--- src/rtl/ps2_host_tx.sv ---
// PS/2 host-to-device transmitter: inhibits CLK, requests to send, shifts 8N1+odd parity out on device clock edges.
// Latency: busy the cycle after send_en; done/error one cycle after the closing condition is seen.
// Backpressure: send_en is honoured only in IDLE; strobes while busy are dropped without touching the held byte.
//
// Ports:
//   CLOCK_50              sole clock
//   reset                 asynchronous active-high reset; releases both lines at once
//   send_data[7:0]        byte to transmit, captured on send_en in IDLE
//   send_en               one-cycle request strobe
//   ps2_clk_in/dat_in     raw, asynchronous PS/2 pin levels
//   ps2_clk_oe/dat_oe     1 = pull the line low (open-drain, top level tri-states on 0)
//   busy                  transfer in progress
//   done / error          one-cycle completion / failure pulses, mutually exclusive
//
// Build option: define PS2_TX_ACK_CHECK_EN to treat a high DAT at the 11th falling edge as a failed ACK.

module ps2_host_tx #(
  parameter int INHIBIT_CYCLES = 5000,
  parameter int START_TIMEOUT  = 750000,
  parameter int XFER_TIMEOUT   = 100000
) (
  input  logic       CLOCK_50,
  input  logic       reset,
  input  logic [7:0] send_data,
  input  logic       send_en,
  input  logic       ps2_clk_in,
  input  logic       ps2_dat_in,
  output logic       ps2_clk_oe,
  output logic       ps2_dat_oe,
  output logic       busy,
  output logic       done,
  output logic       error
);

  localparam logic [31:0] INH_LAST   = 32'(INHIBIT_CYCLES - 1);
  localparam logic [31:0] START_LAST = 32'(START_TIMEOUT - 1);
  localparam logic [31:0] XFER_LAST  = 32'(XFER_TIMEOUT - 1);

  typedef enum logic [2:0] {
    IDLE,
    INHIBIT,
    REQ,
    BITS,
    ACK,
    RELEASE
  } state_t;

  state_t      state_q, state_d;
  logic [31:0] cnt_q, cnt_d;
  logic [3:0]  edge_cnt_q, edge_cnt_d;
  logic [9:0]  shreg_q, shreg_d;
  logic        dat_bit_q, dat_bit_d;
  logic        done_q, done_d;
  logic        error_q, error_d;
  logic        cnt_clr;

  // Pin synchronizers; clk_prev_q holds the previous synchronized CLK for edge detection.
  logic clk_s1_q, clk_s2_q, clk_prev_q;
  logic dat_s1_q, dat_s2_q;
  logic clk_fall;

  assign clk_fall = clk_prev_q & ~clk_s2_q;

  always_ff @(posedge CLOCK_50 or posedge reset) begin
    if (reset) begin
      state_q    <= IDLE;
      cnt_q      <= '0;
      edge_cnt_q <= '0;
      shreg_q    <= '0;
      dat_bit_q  <= 1'b1;
      done_q     <= 1'b0;
      error_q    <= 1'b0;
      clk_s1_q   <= 1'b1;
      clk_s2_q   <= 1'b1;
      clk_prev_q <= 1'b1;
      dat_s1_q   <= 1'b1;
      dat_s2_q   <= 1'b1;
    end else begin
      state_q    <= state_d;
      cnt_q      <= cnt_d;
      edge_cnt_q <= edge_cnt_d;
      shreg_q    <= shreg_d;
      dat_bit_q  <= dat_bit_d;
      done_q     <= done_d;
      error_q    <= error_d;
      clk_s1_q   <= ps2_clk_in;
      clk_s2_q   <= clk_s1_q;
      clk_prev_q <= clk_s2_q;
      dat_s1_q   <= ps2_dat_in;
      dat_s2_q   <= dat_s1_q;
    end
  end

  always_comb begin
    state_d    = state_q;
    edge_cnt_d = edge_cnt_q;
    shreg_d    = shreg_q;
    dat_bit_d  = dat_bit_q;
    done_d     = 1'b0;
    error_d    = 1'b0;
    cnt_clr    = 1'b0;

    case (state_q)
      IDLE: begin
        if (send_en) begin
          // Frame after the start bit: data LSB first, odd parity, stop.
          shreg_d    = {1'b1, ~^send_data, send_data};
          dat_bit_d  = 1'b0;
          edge_cnt_d = '0;
          state_d    = INHIBIT;
        end
      end

      INHIBIT: begin
        if (cnt_q == INH_LAST) begin
          state_d = REQ;
        end
      end

      REQ: begin
        state_d = BITS;
      end

      BITS: begin
        if (clk_fall) begin
          edge_cnt_d = edge_cnt_q + 4'd1;
          dat_bit_d  = shreg_q[0];
          shreg_d    = {1'b0, shreg_q[9:1]};
          // The start-wait window ends at the first edge; the transfer window begins there.
          if (edge_cnt_q == 4'd0) begin
            cnt_clr = 1'b1;
          end
          if (edge_cnt_q == 4'd9) begin
            state_d = ACK;
          end
        end else if (((edge_cnt_q == 4'd0) && (cnt_q == START_LAST)) ||
                     ((edge_cnt_q != 4'd0) && (cnt_q == XFER_LAST))) begin
          error_d = 1'b1;
          state_d = IDLE;
        end
      end

      ACK: begin
        if (clk_fall) begin
`ifdef PS2_TX_ACK_CHECK_EN
          if (dat_s2_q) begin
            error_d = 1'b1;
            state_d = IDLE;
          end else begin
            state_d = RELEASE;
          end
`else
          state_d = RELEASE;
`endif
        end else if (cnt_q == XFER_LAST) begin
          // A device that stops clocking before the ACK edge must not hang the host.
          error_d = 1'b1;
          state_d = IDLE;
        end
      end

      RELEASE: begin
        if (clk_s2_q && dat_s2_q) begin
          done_d  = 1'b1;
          state_d = IDLE;
        end else if (cnt_q == XFER_LAST) begin
          error_d = 1'b1;
          state_d = IDLE;
        end
      end

      default: begin
        state_d = IDLE;
      end
    endcase

    // One shared timer, restarted on every state change and held at zero while idle.
    if ((state_d != state_q) || (state_q == IDLE) || cnt_clr) begin
      cnt_d = '0;
    end else begin
      cnt_d = cnt_q + 32'd1;
    end
  end

  // Line drives decode straight from registered state so reset releases them without a clock.
  assign ps2_clk_oe = (state_q == INHIBIT) || (state_q == REQ);
  assign ps2_dat_oe = (state_q == REQ) || ((state_q == BITS) && !dat_bit_q);
  assign busy       = (state_q != IDLE);
  assign done       = done_q;
  assign error      = error_q;

endmodule

--- config.mk ---
export PLATFORM = sky130hd
export DESIGN_NAME = ps2_host_tx
export DESIGN_NICKNAME = d
export VERILOG_FILES = /design/src/rtl/ps2_host_tx.sv
export SDC_FILE = /design/constraint.sdc
export NUM_CORES = 1
export LEC_CHECK = 0
export ABC_CLOCK_PERIOD_IN_PS = 2700
export CAP_MARGIN = 20
export CORE_MARGIN = 3
export CORE_UTILIZATION = 30
export DETAILED_ROUTE_END_ITERATION = 7
export GPL_ROUTABILITY_DRIVEN = 0
export PLACE_DENSITY_LB_ADDON = 0.2
export SLEW_MARGIN = 30
export SYNTH_ARGS = -nofsm -noshare
export SYNTH_HDL_FRONTEND = slang
export SYNTH_SLANG_ARGS = --single-unit
--- constraint.sdc ---
create_clock -name CLOCK_50 -period 2.7 [get_ports CLOCK_50]
set_input_delay 0.27 -clock CLOCK_50 [delete_from_list [all_inputs] [get_ports CLOCK_50]]
set_output_delay 0.27 -clock CLOCK_50 [all_outputs]
set_load 0.02 [all_outputs]
==> summary.md, run 1 <==
| Metric | Value |
|---|---|
| Post-synthesis adder-cell area fraction | 1.62% |
| Startpoint of the worst register-to-register path | cnt_q[6] |
| Clock skew | 15.8 ps |
| Status | complete, no violations |
| Fraction of registers with async set/reset | 100% |
| Crit end category | register |
| Final Max Slew Viols | 0 |
| Cell variety after synth | 47 |
| Ys Warns | 0 |
| NumNets Final | between 300 and 400 |
| Synth Area in Simple Gates | 26.9% |
| Comb power frac | 4.4% |
| Overall global routing resource usage | 12.9% |
| Pwr Density | 453 mW/mm^2 |
| Root buffer cell | clkbuf_8 |
| Setup bufs post-CTS | 0 |
| Clk buf depth | 2 |
| Row cnt | 36 |
| Final total negative setup slack | 0 ps |
| Sequential share of power | between 50% and 60% |
| # DRC | 0 |
| Max Fclk | 451 MHz |
| Antenna violations before repair | 0 |
| Commonest non-fill, non-tap cell in the layout | dfrtp_1 |
| Fin. Hold Viols | 0 |
| Die width | 107 um |
| Worst reg2reg path depth | 6 |
| Tcrit/Tclk final | 82.1% |
| I/O pin count | 18 |
| CTS sink count | 57 |
| Switch Pwr | 0.375 mW |
| Cells after Synth | about 310 |
| Clock Power Share | approximately 43% |
| Mux share of post-synthesis cell area | 3.97% |
| DRT Pass-1 Iters | 4 |
| Total die area | 0.0116 mm^2 |
| Main combinational cell family by area after synthesis | simple AND/OR/NAND/NOR gates |
| Flop2flop setup slack | 480 ps |
| Setup Viol. Count Final | 0 |
| Antenna cell count | 0 |
| CTS tree | done |
| Wirelength, routed | about 6900 um |
| HP Class | in -> async |
| Post-synth top flop | dfrtp_1 |
| Worst-margin pin slew | between 600 and 700 ps |
| Avg Inst Size Synth | 9.93 um^2 |
| Vias post-DR | around 2300 |
| Critical path peak fanout | 32 |
| R2r endpoint | cnt_q[8] |
| RSZ-0062 raised after global routing | false |
| Seq/Total Area, Yosys | 46.4% |
| Synthesized flop and latch total | 57 |
| Initial DRC Count | 121 |
| Number of synthesized flops with an enable pin | 0 |
| Switch share | 23.1% |
| Area Growth Syn to Fin | 16.2% |
| CP arrival | 2420 ps |
| CTS Hold Buffers Added | 0 |
| Max VDD drop | 163 uV |
| CORE AREA | 0.00991 mm^2 |
| Die Ht | ~110 um |
| Port Buf Inserts | 17 |
| Largest net degree at the start of global routing | 35 |
| Detailed placement HPWL | 4730 um |
| Worst-path clk slew | 70 ps |
| Req. time, crit path | 2900 ps |
| Layout cells sized above 1 | 10.9% |
| First-pass GRT wire length | 11800 um |
| WL/cell | 14.6 um |
| H-tree Lvls | 3 |
| Grt total ovfl | 0 |
| Vias in the first global route | 2385 |
| Compound-gate portion of the synthesized area | 6.68% |
| Relative slew slack | 57.1% |
| Leakage | between 1 and 1.5 nW |
| PostCTS Resize Cnt | 0 |
| Commonest non-fill, non-tap cells in the layout | dfrtp_1, nand2_1, nor2_1, xor2_1, nor3_1 |
| Vias/cell | roughly 4.9 |
| ANT nets after route | 0 |
| Final core occ | ~36% |
| Setup Crit Path Kind | reg -> reg |
| Post-Syn Area | between 0.003 and 0.004 mm^2 |
| Post-Synth XOR/XNOR Area | 11.3% |
| Clock buffer count from CTS | 9 |
| Tmin final | 2220 ps |
| Max Cap Viol | 0 |
| Worst setup SP type | register |
| Initial Util | 31.2% |
| Internal cell power | 1.25 mW |
| Mapped Nets | around 330 |
| Clk Latency, worst-skew pair | 340 ps |
area by class of cell:
class | instances | area, um^2
Clock inverter | 3 | 17.5
Timing Repair Buffer | 24 | 235
Tap cell | 133 | 166
Inverter | 7 | 26.3
Sequential cell | 57 | 1430
Clock buffer | 13 | 149
Fill cell | 1043 | 6320
Multi-Input combinational cell | 236 | 1560
cell usage after synthesis (all sizes together), types with 6 or more instances:
master | instances | area share (%)
dfrtp | 51 | 41
nand2 | 29 | 3.5
nor2 | 27 | 3.3
xor2 | 27 | 7.7
nor3 | 24 | 4.1
nand4 | 17 | 3.4
nand3 | 15 | 2.4
xnor2 | 13 | 3.7
o21ai | 12 | 1.9
mux2i | 10 | 3.2
inv | 7 | 0.85
buf | 6 | 1.6
dfstp | 6 | 5.1
nor3b | 6 | 1.6
power groups by stage:
stage	clock (mW)	combinational (mW)	sequential [mW]
global placement	0	0.0736	0.878
detailed placement	0	0.0744	0.878
global route	0.761	0.0809	0.862
finish	0.693	0.0715	0.863
floorplan	0	0.0393	0.878
CTS	0.719	0.0747	0.863
state kept, by name, indices dropped and copies added (netlist names), 3 cells and up:
signal,flops
shreg_q,10
edge_cnt_q,4
state_q,3
cnt_q,32
layer usage:
layer	vias to the layer above	track usage [%]	part of all wire (%)
met5	-	0	0
met4	0	6.31	2.1
met3	11	3.30	3.5
met2	31	19.7	47
met1	1125	17.0	47
li1	1162	-	-
logic make-up (layout without fill, tap and decap cells):
logic type / Yosys count / after routing
buffers and inverters: 18 / 47
multiplexers: 12 / 12
AO/OA/AOI/OAI: 32 / 32
AND/OR/NAND/NOR: 148 / 148
XOR/XNOR: 40 / 40
flip-flops: 57 / 57
adder cells (fa/ha/maj): 4 / 4
how the worst max path moves through the flow:
| stage | endpoint | slack [ps] | start |
|---|---|---|---|
| 6_report | cnt_q[8] | 480 | cnt_q[6] |
| 3_5_place_dp | cnt_q[19] | 460 | cnt_q[6] |
| 5_1_grt | cnt_q[3] | 340 | cnt_q[6] |
| 2_1_floorplan | cnt_q[5] | 770 | cnt_q[6] |
| 4_1_cts | cnt_q[3] | 440 | cnt_q[6] |
| 3_3_place_gp | cnt_q[7] | 500 | cnt_q[22] |
critical path, stage by stage, from the launching register on:
cell and delay, ps:
dfrtp_1 450, or4b_4 570, nor4b_2 370, nand4b_1 150
o211ai_2 80, buf_4 340, nor3_1 110
through the flow:
stage | hold WS, ps | cell area (um^2) | total power, mW | instances | setup WS [ps]
after detailed placement | 348 | 3420 | 0.953 | 457 | 461
after floorplan | 274 | 3090 | 0.917 | 311 | 773
after CTS | 311 | 3590 | 1.66 | 473 | 443
after global routing | 340 | 3590 | 1.70 | 473 | 339
final | 299 | 3590 | 1.63 | 473 | 482
after global placement | 348 | 3420 | 0.952 | 457 | 498
Power figures use the tool's default switching activity.
==> inputs of run 2 (changes only) <==
--- a/config.mk
+++ b/config.mk
@@ -5,7 +5,7 @@
 export SDC_FILE = /design/constraint.sdc
 export NUM_CORES = 1
 export LEC_CHECK = 0
-export ABC_CLOCK_PERIOD_IN_PS = 2700
+export ABC_CLOCK_PERIOD_IN_PS = 1850
 export CAP_MARGIN = 20
 export CORE_MARGIN = 3
 export CORE_UTILIZATION = 30
==> constraint.sdc (replaced) <==
create_clock -name CLOCK_50 -period 1.85 [get_ports CLOCK_50]
set_input_delay 0.185 -clock CLOCK_50 [delete_from_list [all_inputs] [get_ports CLOCK_50]]
set_output_delay 0.185 -clock CLOCK_50 [all_outputs]
set_load 0.02 [all_outputs]
==> summary.md, run 2 (synthesized netlist as in run 1, its figures left out) <==
| Metric | Value |
|---|---|
| Largest net degree at the start of global routing | 58 |
| Setup Viol. Count Final | 33 |
| Wirelength, routed | 7540 um |
| Setup Crit Path Kind | reg -> reg |
| Layout cells sized above 1 | ~29% |
| Largest register by flop count | cnt_q |
| Tmin final | around 2000 ps |
| I/O pin count | 18 |
| Failing checks | setup timing |
| Final Hold Slack | roughly 220 ps |
| Pre-CTS setup slack | -97.9 ps |
| Tcrit/Tclk final | 106% |
| # DRC | 0 |
| Relative slew slack | 76.3% |
| Detailed placement HPWL | 5260 um |
| Clk Latency, worst-skew pair | 330 ps |
| Antenna cell count | 0 |
| CTS tree | done |
| WL/cell | 14.2 um |
| First-pass GRT wire length | ~13000 um |
| Initial DRC Count | 99 |
| Area Growth Syn to Fin | 35.5% |
| Vias/cell | 4.79 |
| Root buffer cell | clkbuf_8 |
| Fill cell count | 1004 |
| Worst-margin pin slew | around 350 ps |
| H-tree Lvls | 3 |
| CTS sink count | 57 |
| Vias in the first global route | between 2000 and 3000 |
| Commonest non-fill, non-tap cells in the layout | buf_4, dfrtp_1, nand2_1, nor2_1, xor2_1 |
| Total die area | around 0.012 mm^2 |
| Flop2flop setup slack | -110 ps |
| Startpoint of the worst register-to-register path | cnt_q[11] |
| Commonest non-fill, non-tap cell in the layout | buf_4 |
| Worst-path clk slew | 70 ps |
| Fin. Hold Viols | 0 |
| Die width | between 100 and 150 um |
| CP arrival | 2170 ps |
| Max Fclk | between 500 and 600 MHz |
| NumNets Final | just over 400 |
| Worst setup SP type | register |
| Clock buffer count from CTS | 9 |
| Leakage | 1.86 nW |
| RSZ-0062 raised after global routing | true |
| Status | finished, violations left |
| Critical path peak fanout | 32 |
| CORE AREA | 0.00991 mm^2 |
| ANT nets after route | 0 |
| Vias post-DR | 2549 |
| CTS Hold Buffers Added | 0 |
| Clk buf depth | 2 |
| Regs by FF count | cnt_q (32), shreg_q (10), edge_cnt_q (4) |
| Max stage delay cell, worst path | or4b_4 |
| Max Cap Viol | 0 |
| Final total negative setup slack | -3100 ps |
| Max stage delay on crit path | about 590 ps |
| Port Buf Inserts | 17 |
| Row cnt | 36 |
| R2r endpoint | cnt_q[3] |
| Pwr Density | 608 mW/mm^2 |
| Worst reg2reg path depth | 6 |
| Largest register FFs | 32 |
| DRT Pass-1 Iters | 4 |
| Grt total ovfl | 0 |
| Max VDD drop | 299 uV |
| Crit path cell chain | or4b_4, nor4b_4, nand4b_1, o211ai_2, buf_12, nor3_1 |
| Worst Slack Setup Final | -107 ps |
| Antenna violations before repair | 0 |
| HP Class | in -> async |
| Die Ht | 107 um |
| Total power | between 2 and 3 mW |
| Final Max Slew Viols | 0 |
| Initial Util | 31.2% |
| Crit end category | register |
| Req. time, crit path | 2060 ps |
| Overall global routing resource usage | between 10% and 20% |
| Clock skew | 10.4 ps |
==> run 2: cell count changes in the layout (fill, tap and decap cells not counted), sizes merged, moves of 2 or more <==
cell / delta
clkdlybuf4s50: -3
dlygate4sd2: +2
clkbuf: -2
buf: +59
==> run 2: layout make-up <==
type,count,area [um^2],area share (%)
Timing Repair Buffer,83,703,16.8
Sequential cell,57,1440,34.3
Clock inverter,5,55.1,1.32
Clock buffer,11,141,3.38
Inverter,7,26.3,0.628
Multi-Input combinational cell,236,1660,39.6
Tap cell,133,166,3.98
==> run 2: repair_timing <==
action	CTS	global route
pin swaps	0	3
gates resized for setup	11	9
setup buffers	0	1
setup endpoints to repair	37	36
endpoints found under the hold margin	0	0
==> run 2: worst max path at each step <==
stage / depth (start not counted) / startpoint / slack (ps) / endpoint
2_1_floorplan: 8 / edge_cnt_q[0] / 10 / cnt_q[10]
3_3_place_gp: 6 / cnt_q[22] / -80 / cnt_q[15]
3_5_place_dp: 6 / cnt_q[11] / -100 / cnt_q[5]
4_1_cts: 6 / cnt_q[11] / -120 / cnt_q[3]
5_1_grt: 6 / cnt_q[11] / -200 / cnt_q[18]
6_report: 6 / cnt_q[11] / -110 / cnt_q[3]
==> run 2: metrics by stage <==
step / cells / utilization (%) / instance area (um^2)
global route: 532 / 42.2 / 4190
detailed placement: 515 / 39.3 / 3900
floorplan: 311 / - / 3100
global placement: 515 / 39.3 / 3900
finish: 532 / 42.2 / 4190
CTS: 531 / 41.8 / 4140
==> run 2: critical path: cells and delay by family, from the launching register on <==
kind                   cells  cell delay (ps)
and+or+nand+nor            4             1070
DFF                        1              420
buffers and inverters      1              220
AOI/OAI and AO/OA          1              110
==> run 2: metal layers <==
| metal | track usage, % | vias to the layer above | wire length, um |
|---|---|---|---|
| met5 | 0 | - | 0 |
| met4 | 4.60 | 0 | 126 |
| met2 | 22.9 | 36 | 3630 |
| met1 | 17.7 | 1227 | 3610 |
| li1 | - | 1276 | - |
| met3 | 3.24 | 10 | 179 |
==> run 2: power by group <==
part	switching, mW	internal, mW
registers	0.00235	1.26
clock network	0.526	0.654
logic	0.0534	0.0518
total	0.581	1.96
==> inputs of run 3 (changes only) <==
--- a/config.mk
+++ b/config.mk
@@ -7,7 +7,7 @@
 export LEC_CHECK = 0
 export ABC_CLOCK_PERIOD_IN_PS = 1850
 export CAP_MARGIN = 20
-export CORE_MARGIN = 3
+export CORE_MARGIN = 2
 export CORE_UTILIZATION = 30
 export DETAILED_ROUTE_END_ITERATION = 7
 export GPL_ROUTABILITY_DRIVEN = 0
==> summary.md, run 3 (synthesized netlist as in run 1, its figures left out) <==
| Metric | Value |
|---|---|
| Status | finished, violations left |
| Failing checks | setup timing |
| Crit end category | register |
| Tcrit/Tclk final | 107% |
| Antenna violations before repair | 0 |
| Vias/cell | between 4 and 5 |
| I/O pin count | 18 |
| NumNets Final | 408 |
| Clk Latency, worst-skew pair | 360 ps |
| Commonest non-fill, non-tap cells in the layout | buf_4, dfrtp_1, nand2_1, xor2_1, nor2_1 |
| Max Cap Viol | 0 |
| Port Buf Inserts | 17 |
| HP Class | in -> async |
| Tmin final | just under 2000 ps |
| Max stage delay cell, worst path | or4b_4 |
| Wirelength, routed | 7410 um |
| Pre-CTS setup slack | -150 ps |
| Worst setup SP type | register |
| Fin. Hold Viols | 0 |
| Post-DP Area | 0.00389 mm^2 |
| Setup Crit Path Kind | reg -> reg |
| Relative slew slack | 75.9% |
| Clk buf depth | 2 |
| Area Growth Syn to Fin | 37.1% |
| Vias post-DR | 2562 |
| Clock buffer count from CTS | 9 |
| ANT nets after route | 0 |
| Largest register FFs | 32 |
| Layout cells sized above 1 | 27.0% |
| Pwr Density | 688 mW/mm^2 |
| CORE AREA | 0.0101 mm^2 |
| Worst Slack Setup Final | -125 ps |
| Clock skew | 8.57 ps |
| Req. time, crit path | between 2000 and 2500 ps |
| Final Max Slew Viols | 0 |
| CTS sink count | 57 |
| Crit path cell chain | or4b_4, nor4b_4, nand4b_1, o211ai_2, buf_12, nor3_1 |
| # DRC | 0 |
| WL/cell | 13.9 um |
| Setup Viol. Count Final | 34 |
| Regs by FF count | cnt_q (32), shreg_q (10), edge_cnt_q (4) |
| Commonest non-fill, non-tap cell in the layout | buf_4 |
| Worst-margin pin slew | 359 ps |
| Max stage delay on crit path | ~590 ps |
| Grt total ovfl | 0 |
| CTS Hold Buffers Added | 0 |
| Initial Util | a little under a third |
| Final Hold Slack | 193 ps |
| Antenna cell count | 0 |
| Max VDD drop | 335 uV |
| CP arrival | 2210 ps |
| Die Ht | 105 um |
| Row cnt | 37 |
| Leakage | 1.88 nW |
| Total power | slightly below 3 mW |
| Largest net degree at the start of global routing | 58 |
| Total die area | 0.0111 mm^2 |
| Critical path peak fanout | 32 |
| Fin area | 0.00424 mm^2 |
| Root buffer cell | clkbuf_8 |
| Overall global routing resource usage | roughly 15% |
| First-pass GRT wire length | 13000 um |
| Vias in the first global route | 2667 |
| Die width | 105 um |
| Initial DRC Count | ~130 |
| RSZ-0062 raised after global routing | true |
| Detailed placement HPWL | 5180 um |
| Max Fclk | 506 MHz |
| Worst-path clk slew | ~70 ps |
| Largest register by flop count | cnt_q |
| CTS tree | done |
| Final core occ | 41.8% |
| H-tree Lvls | 3 |
| DRT Pass-1 Iters | 4 |
| Fill cell count | roughly 1000 |
## run 3: cell types whose count changed in the layout (fill, tap and decap cells not counted), moves of 2 or more
cell / before / now
buf_4: 63 / 59
bufinv_16: 1 / 3
clkbuf_8: 10 / 12
clkinv_2: 2 / 0
o32ai_2: 2 / 0
## run 3: critical path: cells and delay by family (launching register included)
kind / cells / cell delay [ps]
flip-flops: 1 / 430
AO/OA/AOI/OAI: 1 / 120
buffers and inverters: 1 / 230
AND/OR/NAND/NOR: 4 / 1080
## run 3: layout make-up
cell class / count / area, um^2 / share of cell area, %
Tap cell: 136 / 170 / 4.02
Inverter: 7 / 26.3 / 0.620
Timing Repair Buffer: 80 / 691 / 16.3
Clock buffer: 12 / 165 / 3.90
Clock inverter: 4 / 97.6 / 2.30
Sequential cell: 57 / 1430 / 33.9
Multi-Input combinational cell: 236 / 1650 / 39.0
## run 3: report_power, final
part	leakage, nW	switching (mW)	total (mW)	internal (mW)
Clock	0.129	0.544	1.55	1.01
Combinational	1.02	0.0531	0.106	0.0531
Sequential	0.735	0.00238	1.26	1.26
Total	1.88	0.600	2.91	2.31
## run 3: layer usage
layer  global-route usage, %  routed length (um)  up-vias
met1                    19.0                3490     1264
li1                        -                   -     1266
met3                    3.46                 172       10
met2                    23.7                3630       22
met4                    7.14                 129        0
met5                       0                   0        -
## run 3: worst paths after layout
check / slack (ps) / end / startpoint / cells after the start
min in group CLOCK_50: 240 / clk_s1_q / ps2_clk_in / 1
setup / recovery: -130 / cnt_q[15] / cnt_q[11] / 6
setup reg to reg: -130 / cnt_q[15] / cnt_q[11] / 6
hold reg to reg: 360 / clk_s2_q / clk_s1_q / 0
max in group asynchronous: 1350 / dat_bit_q / reset / 3
hold / removal: 190 / cnt_q[28] / reset / 3
## run 3: metrics by stage
stage          cells  setup TNS, ps
2_1_floorplan    311              0
3_3_place_gp     515          -3200
3_5_place_dp     515          -4630
4_1_cts          531          -4150
5_1_grt          532          -7620
6_report         532          -3570
## run 3: timing repair
action                     in CTS  in global routing
hold endpoints to repair        0                  0
buffers inserted                0                  1
pin swaps                       0                  1
resized for setup              12                  3
setup endpoints to repair      38                 38
